### src/rtl/issue_scoreboard.sv
// Issue gate between decode and execute.
// Tracks in-flight load destinations and blocks hazards.
module issue_scoreboard #(
  parameter int MAX_LOADS = 2,
  parameter int CNT_W     = 32,
  localparam int LW       = $clog2(MAX_LOADS + 1)
) (
  input  logic             clk,
  input  logic             rst,
  input  logic             in_valid,
  output logic             in_ready,
  input  logic [4:0]       rs1,
  input  logic [4:0]       rs2,
  input  logic [4:0]       rd,
  input  logic             use_rs1,
  input  logic             use_rs2,
  input  logic             dest_wen,
  input  logic             is_load,
  input  logic             is_serial,
  input  logic             is_ebreak,
  output logic             out_valid,
  input  logic             out_ready,
  input  logic             wb_valid,
  input  logic [4:0]       wb_rd,
  input  logic             flush,
  output logic [31:0]      busy,
  output logic [LW-1:0]    load_cnt,
  output logic             halted,
  output logic [CNT_W-1:0] stall_cycles,
  output logic             err
);

  typedef enum logic {RUN, HALT} state_t;

  localparam logic [LW-1:0] MAXC = LW'(MAX_LOADS);

  state_t state;
  logic   issue_ok;
  logic   fire;
  logic   ld_inc;
  logic   ld_dec;
  logic   blk;

  // Hazard and structural checks against registered state only
  always_comb begin
    blk = 1'b0;
    if (use_rs1 && busy[rs1])                blk = 1'b1;
    if (use_rs2 && busy[rs2])                blk = 1'b1;
    if (dest_wen && busy[rd])                blk = 1'b1;
    if (is_load && load_cnt == MAXC)         blk = 1'b1;
    if ((is_serial || is_ebreak) &&
        load_cnt != '0)                      blk = 1'b1;
    if (flush)                               blk = 1'b1;
    issue_ok = (state == RUN) && !rst && !blk;
  end

  assign out_valid = in_valid & issue_ok;
  assign in_ready  = issue_ok & out_ready;
  assign fire      = in_valid & in_ready;
  assign ld_inc    = fire & is_load;
  assign ld_dec    = wb_valid & (load_cnt != '0);

  // Run/halt state; halted is registered alongside it
  always_ff @(posedge clk or posedge rst) begin
    if (rst) begin
      state  <= RUN;
      halted <= 1'b0;
    end else begin
      unique case (state)
        RUN: if (fire && is_ebreak) begin
          state  <= HALT;
          halted <= 1'b1;
        end
        HALT: begin
          state  <= HALT;
          halted <= 1'b1;
        end
        default: begin
          state  <= RUN;
          halted <= 1'b0;
        end
      endcase
    end
  end

  // Scoreboard: set on load issue, clear on writeback
  always_ff @(posedge clk or posedge rst) begin
    if (rst) begin
      busy <= '0;
    end else begin
      for (int i = 1; i < 32; i++) begin
        if (wb_valid && wb_rd == 5'(i))
          busy[i] <= 1'b0;
        else if (ld_inc && dest_wen && rd == 5'(i))
          busy[i] <= 1'b1;
      end
      busy[0] <= 1'b0;
    end
  end

  // In-flight load count and sticky spurious-writeback flag
  always_ff @(posedge clk or posedge rst) begin
    if (rst) begin
      load_cnt <= '0;
      err      <= 1'b0;
    end else begin
      unique case ({ld_inc, ld_dec})
        2'b10:   load_cnt <= load_cnt + 1'b1;
        2'b01:   load_cnt <= load_cnt - 1'b1;
        default: load_cnt <= load_cnt;
      endcase
      if (wb_valid && load_cnt == '0)
        err <= 1'b1;
    end
  end

  // Saturating count of cycles an instruction waits
  always_ff @(posedge clk or posedge rst) begin
    if (rst)
      stall_cycles <= '0;
    else if (in_valid && !issue_ok && !(&stall_cycles))
      stall_cycles <= stall_cycles + 1'b1;
  end

endmodule
### config.mk
export PLATFORM = sky130hd
export DESIGN_NAME = issue_scoreboard
export DESIGN_NICKNAME = d
export VERILOG_FILES = /design/src/rtl/issue_scoreboard.sv
export SDC_FILE = /design/constraint.sdc
export NUM_CORES = 1
export LEC_CHECK = 0
export CORE_MARGIN = 8
export CORE_UTILIZATION = 45
export CTS_CLUSTER_SIZE = 25
export DETAILED_ROUTE_END_ITERATION = 8
export GPL_TIMING_DRIVEN = 1
export PLACE_DENSITY_LB_ADDON = 0.15
export RECOVER_POWER = 100
export SLEW_MARGIN = 0
export SYNTH_ARGS = -nofsm -noshare
export SYNTH_HDL_FRONTEND = slang
export SYNTH_SLANG_ARGS = --single-unit
### constraint.sdc
create_clock -name clk -period 2.9 [get_ports clk]
set_input_delay 0.58 -clock clk [delete_from_list [all_inputs] [get_ports clk]]
set_output_delay 0.58 -clock clk [all_outputs]
set_load 0.05 [all_outputs]
# ---- After elaboration in Yosys (flattened, before gate mapping)
# Cells that the tools add are included.
dict set report totals {
  rom_bits 0
  latch_bits 0
  elab_cells 307
  regBits 68
  memories 0
  inputBits 32
  out_inout_bits 70
  mem_bits_rw 0
}
dict set report classes {
  n_shift 0
  add_sub_neg 3
  n_bitwise 6
  eq_ne 66
  div_mod_pow 0
  n_lt_le_gt_ge 3
  n_reduce_logical 114
  multipliers 0
  muxes 79
}
# cell n
set op_table {}
lappend op_table {{$eq 5x5->1 const B} 32}
lappend op_table {{$eq 5x4->1 const B} 16}
lappend op_table {{$logic_and 1x1->1} 74}
lappend op_table {{$mux 1} 73}
lappend op_table {{$reduce_bool 2->1} 33}
lappend op_table {{$eq 5x3->1 const B} 8}
lappend op_table {{$add 32x1->32 const B} 1}
lappend op_table {{$reduce_and 32->1} 1}
lappend op_table {{$eq 5x2->1 const B} 4}
lappend op_table {{$lt 5x6->1 const B} 3}
lappend op_table {{$bmux 1 s5} 3}
lappend op_table {{$eq 5x1->1 const B} 2}
lappend op_table {{$and 1x1->1} 5}
lappend op_table {{$eq 2x2->1 const B} 2}
lappend op_table {{$logic_not 1->1} 4}
lappend op_table {{$pmux 1 s2} 2}
lappend op_table {{$pmux 2 s2} 1}
lappend op_table {{$add 2x1->2 const B} 1}
lappend op_table {{$eq 2x1->1 const B} 1}
lappend op_table {{$logic_not 2->1} 1}
lappend op_table {{$ne 2x1->1 const B} 1}
lappend op_table {{$sub 2x1->2 const B} 1}
lappend op_table {{$logic_or 1x1->1} 1}
lappend op_table {{$not 1->1} 1}

# ---- Depth between registers and ports, before layout
# Gate-level depths: netlist of the first run.
dict set report depth {
  depth_word 18
  mapped_depth 15
  mapped_depth_nobuf 10
}

# ---- Least setup slack after synthesis of the first run
# No wires, ideal clock.
dict set report synth_timing {
  kind {input -> output}
  startpoint {input rs1[0]}
  endpoint {output in_ready}
  path_slack_ns -0.385
  required_ns 2.320
  path_stages 10
  n_path_buf 4
  t_arrival_ns 2.705
  cell_sequence {buf_4 -> mux4_2 -> a32oi_1 -> o21ai_1 -> o31ai_1 -> and4_1 -> buf_4 -> buf_6 -> buf_6 -> and2_1}
}
dict set report synth_via {
  elab_chain_cells 12
}
# element line_no
set synth_lines {}
lappend synth_lines {{start, declared} 12} ;# input logic [4:0] rs1,
lappend synth_lines {{$bmux 1 s5} 47} ;# if (use_rs1 && busy[rs1]) blk = 1'b1;
lappend synth_lines {{$mux 1 (not written as such)} 47}
lappend synth_lines {{$logic_and 1x1->1} 47}
lappend synth_lines {{$mux 1} 47}
lappend synth_lines {{$mux 1} 48} ;# if (use_rs2 && busy[rs2]) blk = 1'b1;
lappend synth_lines {{$mux 1} 49} ;# if (dest_wen && busy[rd]) blk = 1'b1;
lappend synth_lines {{$mux 1} 50} ;# if (is_load && load_cnt == MAXC) blk = 1'b1;
lappend synth_lines {{$mux 1} 51} ;# if ((is_serial || is_ebreak) &&
lappend synth_lines {{$mux 1} 53} ;# if (flush) blk = 1'b1;
lappend synth_lines {{$logic_not 1->1} 54} ;# issue_ok = (state == RUN) && !rst && !blk;
lappend synth_lines {{$logic_and 1x1->1} 54}
lappend synth_lines {{$and 1x1->1} 58} ;# assign in_ready = issue_ok & out_ready;
lappend synth_lines {{end, declared} 11} ;# output logic in_ready,
# No other way between the ends. The select of a mux whose other input is x is not followed.

# ---- Worst setup path in the final report of the first run
dict set report layout_timing {
  startpoint {register busy[9]}
  endpoint {output in_ready}
}
dict set report layout_via {
  elab_chain_cells 12
  elab_cells_between_ends 18
  cone_classes {mux: 12; bitwise: 1; reduce/logical: 5}
}
# element line_no
set layout_lines {}
lappend layout_lines {{start, declared} 26} ;# output logic [31:0] busy,
lappend layout_lines {{start signal, assigned} 89} ;# busy <= '0;
lappend layout_lines {{start signal, assigned by index} 93} ;# busy[i] <= 1'b0;
lappend layout_lines {{start signal, assigned by index} 95} ;# busy[i] <= 1'b1;
lappend layout_lines {{$bmux 1 s5} 47}
lappend layout_lines {{$mux 1 (not written as such)} 47}
lappend layout_lines {{$logic_and 1x1->1} 47}
lappend layout_lines {{$mux 1} 47}
lappend layout_lines {{$mux 1} 48}
lappend layout_lines {{$mux 1 (*)} 49}
lappend layout_lines {{$mux 1 (*)} 50}
lappend layout_lines {{$mux 1 (*)} 51}
lappend layout_lines {{$mux 1 (*)} 53}
lappend layout_lines {{$logic_not 1->1 (*)} 54}
lappend layout_lines {{$logic_and 1x1->1 (*)} 54}
lappend layout_lines {{$and 1x1->1 (*)} 58}
# Every way passes the cells marked *; elsewhere a longest branch is shown, timed or not. The select of a mux whose other input is x is not followed.

==> impl_metrics.ini, run 1 <==
[yosys]
synth-edff-count = 0
syn_area_per_cell_um2 = 10.21
synth_seq_cells = 68
syn_nets = 448
synth_flop_cell = dfrtp_1
seq_area_frac_synth_pct = 40.26
synth-async-reset-ratio_pct = 100.0
synth_cell_types = 60
yosysWarningCount = 0
netlist_instances = 414
syn_area_mm2 = 0.004227

[detailed_routing]
vias_per_cell = 6.035
drc = 0
vias = 3947
ant_nets = 0
wl_mm = 13.08
firstDrtPassIters = 5
wl_per_cell_um = 20.00
initialDrtViolationCount = 328

[critical_path]
worstSetupPathType = reg2out
cp.arrival_ns = 2.42
critPathRequiredTime_ns = 2.32
end_kind = output pin
cp-start-kind = flop
crit_path_max_fanout = 5

[cts]
cts_made_buffers = 9
cts_hold_buf = 0
ctsLongestPathBuffers = 2
clkTransAtPathRegs_ns = 0.08
clockRootBuffer = clkbuf_8
clk_latency_ns = 0.35
cts.sinks = 68
cts_tree = done
h-tree-depth = 3

[floorplanning]
num_rows = 35
die_h_um = 112.9
die-area_mm2 = 0.01275
ios = 102
fp.dieW_um = 112.9
coreArea_mm2 = 0.009196
initial_utilization_pct = 45.96

[layout]
syn2layout_area_growth_pct = 37.57
nNetsFinal = 572
final_cells = 654
diodes = 0
drive_above_1_share_pct = 22.28
final_core_util_pct = 63.22
fill_cells = 786

[sta]
rsz0062_at_grt = true
period_minus_slack_ns = 3.005
fin_ws_ns = -0.1049
maxSlewViolCount = 69
max_freq_mhz = 332.8
relSlewSlack_pct = -8.256
setup_violations = 2
clock-skew-final_ns = 0.009390
tightest_slew_ns = 1.624
hold_viol_final = 0
post-route-period-util_pct = 103.6

[placed_design]
dpl.hpwl_mm = 9.788
placedCellCount = 634
routabilityCongestion = 0.9431
port_buffers = 100

[power_and_ir_drop]
leakagePower_nw = 2.619
p_seq_share_pct = 41.2
clkPwrFrac_pct = 30.0
sw_frac_of_total_pct = 36.06
power_frac_comb_pct = 28.7
power.total_mw = 2.698
power.switching_mw = 0.9728
ir_drop_mv = 0.5852
power_density_mw_per_mm2 = 463.9
power.internal_mw = 1.725

[global_routing]
grt_pass1_wl_mm = 20.88
first_global_vias = 4034
antenna_found_initial = 0
grt_max_degree = 69
grt_remaining_overflow = 0
globalRouteTotalUtil_pct = 20.34

[hold_path]
min_path_type = reg2reg

[run]
maxCapViolCount = 1

[outcome]
violations = max-capacitance violations, max-slew violations, negative setup slack
outcome = finished with violations
-- worst max-delay path: stages (launching register included) --
cell	delay [ns]
dfrtp_1	0.47
mux4_2	0.50
nor2_2	0.14
nor4_2	0.06
o41ai_2	0.34
and4_2	0.29
and2_4	0.15
buf_12	0.13
-- routing by layer --
layer | global-route usage, % | up-vias | routed length, um
met5 | 0 | - | 0
li1 | - | 1790 | -
met1 | 26.07 | 1936 | 5426
met2 | 31.52 | 202 | 5953
met4 | 5.861 | 0 | 183
met3 | 7.455 | 19 | 1519
-- synth_stat cells (all sizes together), types with 4 or more instances --
library cell   n  share of area, %
dfrtp         68                40
a21oi         33               4.0
nand2         31               2.8
xor2          29               6.0
buf           23               4.2
nor2          22               2.0
mux4          17               9.1
nor3          17               2.1
nor4          17               3.3
a31oi         16               2.4
nand3         16               1.9
inv           14               1.2
o21ai         12               1.5
mux2i         10               2.4
nand4          9               1.3
a41oi          8               1.8
nand2b         8               1.2
nor2b          8               1.2
nor3b          6               1.1
nor4b          5               1.5
xnor2          5               1.0
and2           4              0.59
clkbuf         4              0.36
mux2           4               1.2
-- final timing paths --
path                                     start                            to  slack [ns]  depth (start not counted)
hold / removal                 err$_DFFE_PP0P_               err$_DFFE_PP0P_        0.48                          1
min in group asynchronous                  rst               state$_DFF_PP0_        1.29                          3
max in group asynchronous                  rst          busy[21]$_DFFE_PP0P_        0.52                          3
hold reg to reg                err$_DFFE_PP0P_               err$_DFFE_PP0P_        0.48                          1
setup reg to reg           busy[9]$_DFFE_PP0P_  stall_cycles[29]$_DFFE_PP0P_        0.04                          9
setup / recovery           busy[9]$_DFFE_PP0P_                      in_ready       -0.10                          7
-- power groups by stage --
stage / combinational [mW] / sequential (mW) / clock, mW
finish: 0.775 / 1.11 / 0.810
detailed placement: 0.798 / 1.13 / 0
floorplan: 0.309 / 1.34 / 0
global route: 0.822 / 1.12 / 0.857
global placement: 0.788 / 1.13 / 0
CTS: 0.801 / 1.12 / 0.822
-- cell type report --
class                           instances  area (um^2)  share of cell area, %
Multi-Input combinational cell        305         2357                  40.54
Inverter                               14        52.55                 0.9038
Timing Repair Buffer                  140         1346                  23.15
Clock buffer                            9        123.9                  2.130
Sequential cell                        68         1714                  29.48
Tap cell                              111        138.9                  2.389
Clock inverter                          7        81.33                  1.399
-- cells by family (layout without fill, tap and decap cells) --
logic type                 count (synthesis)  count (layout)  share of synthesized area (%)
adders and majority gates                  2               2                         0.5920
DFF                                       68              68                          40.26
xor gates and xnor gates                  34              34                          7.045
and+or+nand+nor                          153             153                          20.93
buffers and inverters                     41             170                          5.773
muxes                                     31              31                          12.58
other                                      1               1                        0.08872
AOI/OAI and AO/OA                         84              84                          12.73
-- placed cells by master, fill, tap and decap left out, types with 3 or more instances in the layout --
master / count
a21oi_1: 32
a31oi_1: 16
a41oi_1: 7
and3_1: 3
buf_12: 5
buf_4: 33
buf_6: 3
clkbuf_8: 9
clkdlybuf4s50_1: 19
dfrtp_1: 58
dfrtp_2: 10
dlygate4sd2_1: 3
dlygate4sd3_1: 69
inv_1: 13
inv_6: 4
mux2i_1: 10
mux4_2: 17
nand2_1: 31
nand2b_1: 8
nand3_1: 16
nand4_1: 9
nor2_1: 19
nor2b_1: 8
nor3_1: 16
nor3b_1: 6
nor4_1: 11
nor4_2: 6
nor4b_2: 3
o21ai_0: 10
xnor2_1: 5
xor2_1: 29
-- state kept, by name (all words and copies together) (netlist names) --
signal        flops
stall_cycles     32
busy             31
load_cnt          2
err               1
halted            1
state             1
-- repair_timing --
item / CTS / global route
buffers inserted: 2 / 2
setup endpoints to repair: 55 / 26
pin swaps: 5 / 6
resized for setup: 24 / 27
-- metrics by stage --
step / TNS (ns) / instance area (um^2) / worst slack [ns] / hold WS [ns]
2_1_floorplan: -0.1858 / 4258 / -0.09290 / 0.4513
3_3_place_gp: -33.05 / 5525 / -0.6233 / 0.4448
3_5_place_dp: -31.67 / 5525 / -0.5915 / 0.4650
4_1_cts: -0.3282 / 5757 / -0.1651 / 0.4857
5_1_grt: -0.6283 / 5814 / -0.1588 / 0.4984
6_report: -0.2086 / 5814 / -0.1049 / 0.4802
No activity file was read; power rests on OpenSTA's default activity.
==> run 2, diff against run 1 <==
--- a/config.mk
+++ b/config.mk
@@ -7,7 +7,7 @@
 export LEC_CHECK = 0
 export CORE_MARGIN = 8
 export CORE_UTILIZATION = 45
-export CTS_CLUSTER_SIZE = 25
+export CTS_CLUSTER_SIZE = 8
 export DETAILED_ROUTE_END_ITERATION = 8
 export GPL_TIMING_DRIVEN = 1
 export PLACE_DENSITY_LB_ADDON = 0.15
==> constraint.sdc (replaced) <==
create_clock -name clk -period 2.9 [get_ports clk]
set_input_delay 0.29 -clock clk [delete_from_list [all_inputs] [get_ports clk]]
set_output_delay 0.29 -clock clk [all_outputs]
set_load 0.05 [all_outputs]
==> run 2 against run 1 <==
The run now ends clean. Critical path depth stayed put. Design area is 2.1% lower. Core utilization is 1.3 points lower. Worst hold slack worse by 0.016 ns. Setup slack better by 0.18 ns. Critical endpoint unchanged. Routed wire length is 1.9% lower.
==> impl_metrics.ini, run 2 (synthesized netlist as in run 1, its figures left out) <==
[floorplanning]
die-area_mm2 = 0.01275
fp.dieW_um = 112.9
initial_utilization_pct = 45.96
num_rows = 35
ios = 102
die_h_um = 112.9
coreArea_mm2 = 0.009196

[sta]
post-route-period-util_pct = 97.53
setup_violations = 0
max_freq_mhz = 353.6
relSlewSlack_pct = 18.51
period_minus_slack_ns = 2.828
hold_viol_final = 0
clock-skew-final_ns = 0.01213
rsz0062_at_grt = false
tightest_slew_ns = 1.221
maxSlewViolCount = 0

[critical_path]
cp.arrival_ns = 2.54
reg2regPathDepth = 9
cp-start-kind = flop
path_cells = mux4_2, o2111a_1, o41ai_2, and4_2, buf_4, and2_4, buf_6
cp_slowest_cell = mux4_2
cp_num_cells = 7
worstSetupPathType = reg2out
crit_path_max_fanout = 5
critPathBufInv = 2
critPathMaxStageDelay_ns = 0.47
end_kind = output pin
path_delay_family = compound AO/OA/AOI/OAI gates
critPathRequiredTime_ns = 2.61

[layout]
nNetsFinal = 571
top_register = stall_cycles
final_common_cell = dlygate4sd3_1
drive_above_1_share_pct = 16.97
syn2layout_area_growth_pct = 34.72
final_core_util_pct = 61.92
final_cell_mix = 68 x dlygate4sd3_1, 65 x dfrtp_1, 32 x a21oi_1
diodes = 0
largest_reg_flops = 32
final_cells = 653
reg.largest.list = stall_cycles (32), busy (31), load_cnt (2)

[detailed_routing]
drc = 0
wl_per_cell_um = 19.64
wl_mm = 12.83
initialDrtViolationCount = 181
ant_nets = 0
vias = 3923
vias_per_cell = 6.008
firstDrtPassIters = 4

[hold_path]
whs_path_depth = 1
min_path_type = reg2reg

[cts]
clkTransAtPathRegs_ns = 0.08
h-tree-depth = 3
clk_latency_ns = 0.34
cts.sinks = 68
clockRootBuffer = clkbuf_8
cts_made_buffers = 9
ctsLongestPathBuffers = 2
cts_hold_buf = 0
cts_tree = done

[placed_design]
routabilityCongestion = 0.9642
dpl.hpwl_mm = 9.752
port_buffers = 100
placedCellCount = 634

[global_routing]
grt_pass1_wl_mm = 20.62
grt_max_degree = 38
globalRouteTotalUtil_pct = 20.03
first_global_vias = 3892
antenna_found_initial = 0
grt_remaining_overflow = 0

[power_and_ir_drop]
power_density_mw_per_mm2 = 469.3
ir_drop_mv = 0.6307
leakagePower_nw = 2.588

[run]
maxCapViolCount = 0

[outcome]
outcome = complete, no violations
==> run 2: cell types whose count changed in the layout (fill, tap and decap cells not counted), sizes merged <==
cell	change
clkbuf	+8
clkdlybuf4s15	-2
dlymetal6s2s	+1
clkinv	+1
buf	-12
inv	-3
dlygate4sd3	-1
dlygate4sd2	+1
clkinvlp	+1
clkdlybuf4s50	+5
==> run 2: path summary, 6_finish.rpt <==
path / start / endpoint / slack (ns)
worst max-delay path: busy[19]$_DFFE_PP0P_ / in_ready / 0.07
worst min-delay path: err$_DFFE_PP0P_ / err$_DFFE_PP0P_ / 0.46
worst max register to register: busy[19]$_DFFE_PP0P_ / busy[18]$_DFFE_PP0P_ / 0.11
worst min register to register: err$_DFFE_PP0P_ / err$_DFFE_PP0P_ / 0.46
max in group asynchronous: rst / stall_cycles[25]$_DFFE_PP0P_ / 0.61
min in group asynchronous: rst / busy[24]$_DFFE_PP0P_ / 0.75
==> run 2: routing by layer <==
layer  wire, um  track usage (%)  up-vias
li1           -                -     1785
met1       5272            24.37     1929
met2       6288            33.44      184
met3        994            4.686       25
met4        272            8.348        0
met5          0                0        -
==> run 2: timing repair <==
item	in CTS	in global routing
gates resized for setup	5	12
setup endpoints to repair	2	7
gates cloned	0	1
pin swaps	2	2
buffers inserted	1	1
==> run 2: stage by stage <==
step	power [mW]	setup WS, ns	TNS [ns]	hold WS [ns]	instance area (um^2)
after global placement	1.932	-0.1603	-6.260	0.4556	5522
after floorplan	1.644	0.004577	0	0.4069	4232
after detailed placement	1.941	-0.2318	-8.683	0.4597	5522
after global routing	2.791	0.009918	0	0.4951	5694
after CTS	2.733	0.002441	0	0.4282	5727
final	2.672	0.07164	0	0.4639	5694
==> run 2: cell type report <==
type	instances	area (um^2)
Clock buffer	10	137.6
Tap cell	111	138.9
Multi-Input combinational cell	305	2260
Sequential cell	68	1705
Inverter	14	52.55
Clock inverter	6	63.81
Fill cell	792	3502
Timing Repair Buffer	139	1336
==> run 2: where the power goes <==
| group | switching [mW] | internal, mW | leakage [nW] |
|---|---|---|---|
| logic | 0.482 | 0.286 | 1.59 |
| registers | 0.0938 | 1.02 | 0.901 |
| clock network | 0.370 | 0.419 | 0.0983 |
==> run 3, diff against run 2 <==
--- a/config.mk
+++ b/config.mk
@@ -5,8 +5,9 @@
 export SDC_FILE = /design/constraint.sdc
 export NUM_CORES = 1
 export LEC_CHECK = 0
+export ABC_AREA = 1
 export CORE_MARGIN = 8
-export CORE_UTILIZATION = 45
+export CORE_UTILIZATION = 47
 export CTS_CLUSTER_SIZE = 8
 export DETAILED_ROUTE_END_ITERATION = 8
 export GPL_TIMING_DRIVEN = 1
==> run 3 against run 2 <==
Area after synthesis grew 13%. Combinational power increased by 110%. Critical path depth is 5 higher. Highest routed layer unchanged. Largest cell class unchanged. First-iteration DRC count rose to 3.3 times the previous value. Maximum frequency grew 5.7%. Sequential share of layout area down 2.1 points. Clock skew is 0.0042 ns lower. Critical path type is now in2out. Total power rose by 39%. Clock power shrank 7.4%. Synthesized cell count grew 72%. Non-clock buffer count decreased by 13. Design area increased by 7.4%.
==> impl_metrics.ini, run 3 <==
[outcome]
outcome = complete, no violations

[critical_path]
end_kind = output pin
critPathMaxStageDelay_ns = 0.69
crit_path_frequent_cell = nand3_1
path_delay_family = buffers and inverters
crit_path_max_fanout = 14
critPathBufInv = 4
path_cells = dlygate4sd3_1, inv_2, nand2_1, nand3_1, nand3_1, nand2_1, nand2_1, nand3_1, nand3_1, nand4_2, inv_1, buf_2
cp-start-kind = input pin
rr_endpoint = load_cnt[1]$_DFFE_PP0P_
rrSetupSlack_ns = 0.49
worstSetupPathType = in2out
worstReg2RegStart = busy[5]$_DFFE_PP0P_
reg2regPathDepth = 14
critPathRequiredTime_ns = 2.61
cp_slowest_cell = dlygate4sd3_1
cp.arrival_ns = 2.39

[yosys]
syn_nets = 748
synth_top_cell_by_area = dfrtp_1
synth_top_area_share_pct = 35.64
synth_most_common_cell = nand2_1
syn_area_per_cell_um2 = 6.687
synthTopCellsByArea = dfrtp_1 36%, nand2_1 16%, nor2_1 7.0%
synth_seq_cells = 68
seq_area_frac_synth_pct = 35.64
synth_flop_cell = dfrtp_1
yosysWarningCount = 0
synth-edff-count = 0
synth_cell_types = 37
syn_area_mm2 = 0.004775
netlist_instances = 714
synthTopCellsByCount = 204 x nand2_1, 89 x nor2_1, 81 x inv_1, 68 x dfrtp_1, 60 x nand3_1
synth-async-reset-ratio_pct = 100.0

[cts]
ctsLongestPathBuffers = 2
postCtsSetupBuffers = 0
cts_hold_buf = 0
clk_latency_ns = 0.35
clkTransAtPathRegs_ns = 0.08
h-tree-depth = 3
cts_made_buffers = 9
clockRootBuffer = clkbuf_8
cts_resized = 0
cts_tree = done
cts.sinks = 68

[layout]
diodes = 0
final_common_cell = nand2_1
reg.largest.list = stall_cycles (32), busy (31), load_cnt (2)
final_core_util_pct = 62.28
nNetsFinal = 855
final_cells = 959
final_cell_mix = 204 x nand2_1, 94 x nor2_1, 81 x inv_1
largest_reg_flops = 32
drive_above_1_share_pct = 7.506
top_register = stall_cycles
syn2layout_area_growth_pct = 28.09

[sta]
period_minus_slack_ns = 2.675
max_freq_mhz = 373.8
clock-skew-final_ns = 0.007962
setup_violations = 0
maxSlewViolCount = 0
hold_viol_final = 0
relSlewSlack_pct = 20.84
tightest_slew_ns = 1.187
post-route-period-util_pct = 92.25
rsz0062_at_grt = false
setup_tns_ns = 0
hold_ws_ns = 0.4605

[hold_path]
min_path_type = reg2reg
hold_path_end = err$_DFFE_PP0P_
min-delay-start = err$_DFFE_PP0P_
whs_path_depth = 1

[run]
maxCapViolCount = 0

[global_routing]
globalRouteTotalUtil_pct = 24.81
grt_pass1_wl_mm = 26.21
grt_max_degree = 47
first_global_vias = 5048
antenna_found_initial = 0
grt_remaining_overflow = 0

[detailed_routing]
vias_per_cell = 5.496
initialDrtViolationCount = 600
drc = 0
vias = 5271
wl_mm = 16.23
firstDrtPassIters = 5
ant_nets = 0
wl_per_cell_um = 16.93

[floorplanning]
die_h_um = 116.8
num_rows = 36
initial_utilization_pct = 48.62
coreArea_mm2 = 0.009819
ios = 102
fp.dieW_um = 116.8
die-area_mm2 = 0.01364

[power_and_ir_drop]
leakagePower_nw = 2.923
ir_drop_mv = 0.4580
power.total_mw = 3.704
power_density_mw_per_mm2 = 605.7

[placed_design]
dpl.hpwl_mm = 12.70
routabilityCongestion = 0.9749
placedCellCount = 943
port_buffers = 100
-- run 3: changes by cell type after synthesis, moves of 11 or more --
cell,previous run,this run
nand2_1,31,204
nor2_1,21,89
inv_1,14,81
nand3_1,16,60
nand4_1,9,39
mux4_2,17,0
a31oi_1,16,1
nor4_1,12,0
nor3_1,16,27
-- run 3: layer usage --
layer  vias up  track usage (%)  part of all wire (%)
li1       2511                -                     -
met4         0            7.594                   1.6
met2       286            36.73                    42
met5         -                0                     0
met3        27            7.440                    13
met1      2447            33.98                    43
-- run 3: worst max-delay path by stage --
stage	endpoint	slack [ns]	depth (start not counted)	startpoint
after floorplan	load_cnt[1]$_DFFE_PP0P_	0.34	15	busy[27]$_DFFE_PP0P_
after global placement	load_cnt[1]$_DFFE_PP0P_	0.09	16	rs1[0]
after detailed placement	load_cnt[1]$_DFFE_PP0P_	-0.02	16	rs1[0]
after CTS	load_cnt[1]$_DFFE_PP0P_	0.36	16	rs1[0]
after global routing	load_cnt[1]$_DFFE_PP0P_	0.06	16	rs1[0]
final	out_valid	0.22	12	rs1[0]
-- run 3: through the flow --
step | cell area (um^2) | worst slack, ns
2_1_floorplan | 4775 | 0.3401
3_3_place_gp | 6005 | 0.09100
3_5_place_dp | 6005 | -0.01683
4_1_cts | 6182 | 0.3567
5_1_grt | 6116 | 0.06312
6_report | 6116 | 0.2249
-- run 3: final cells by class --
| type | count | area (um^2) |
|---|---|---|
| Clock buffer | 11 | 141.4 |
| Inverter | 88 | 332.8 |
| Sequential cell | 68 | 1702 |
| Multi-Input combinational cell | 528 | 2532 |
| Fill cell | 980 | 3704 |
| Timing Repair Buffer | 126 | 1205 |
| Tap cell | 133 | 166.4 |
| Clock inverter | 5 | 36.28 |
-- run 3: cell families (layout without fill, tap and decap cells) --
family	Yosys count	count (layout)	synth area share, %
xor gates and xnor gates	28	28	5.136
buffers and inverters	118	230	10.95
DFF	68	68	35.64
other	1	1	0.07854
AOI/OAI and AO/OA	57	57	6.578
and+or+nand+nor	440	440	41.09
adders and majority gates	2	2	0.5240
-- run 3: power breakdown --
group / switching, mW / internal, mW
Combinational: 1.12 / 0.489
Clock: 0.395 / 0.336
Sequential: 0.247 / 1.12
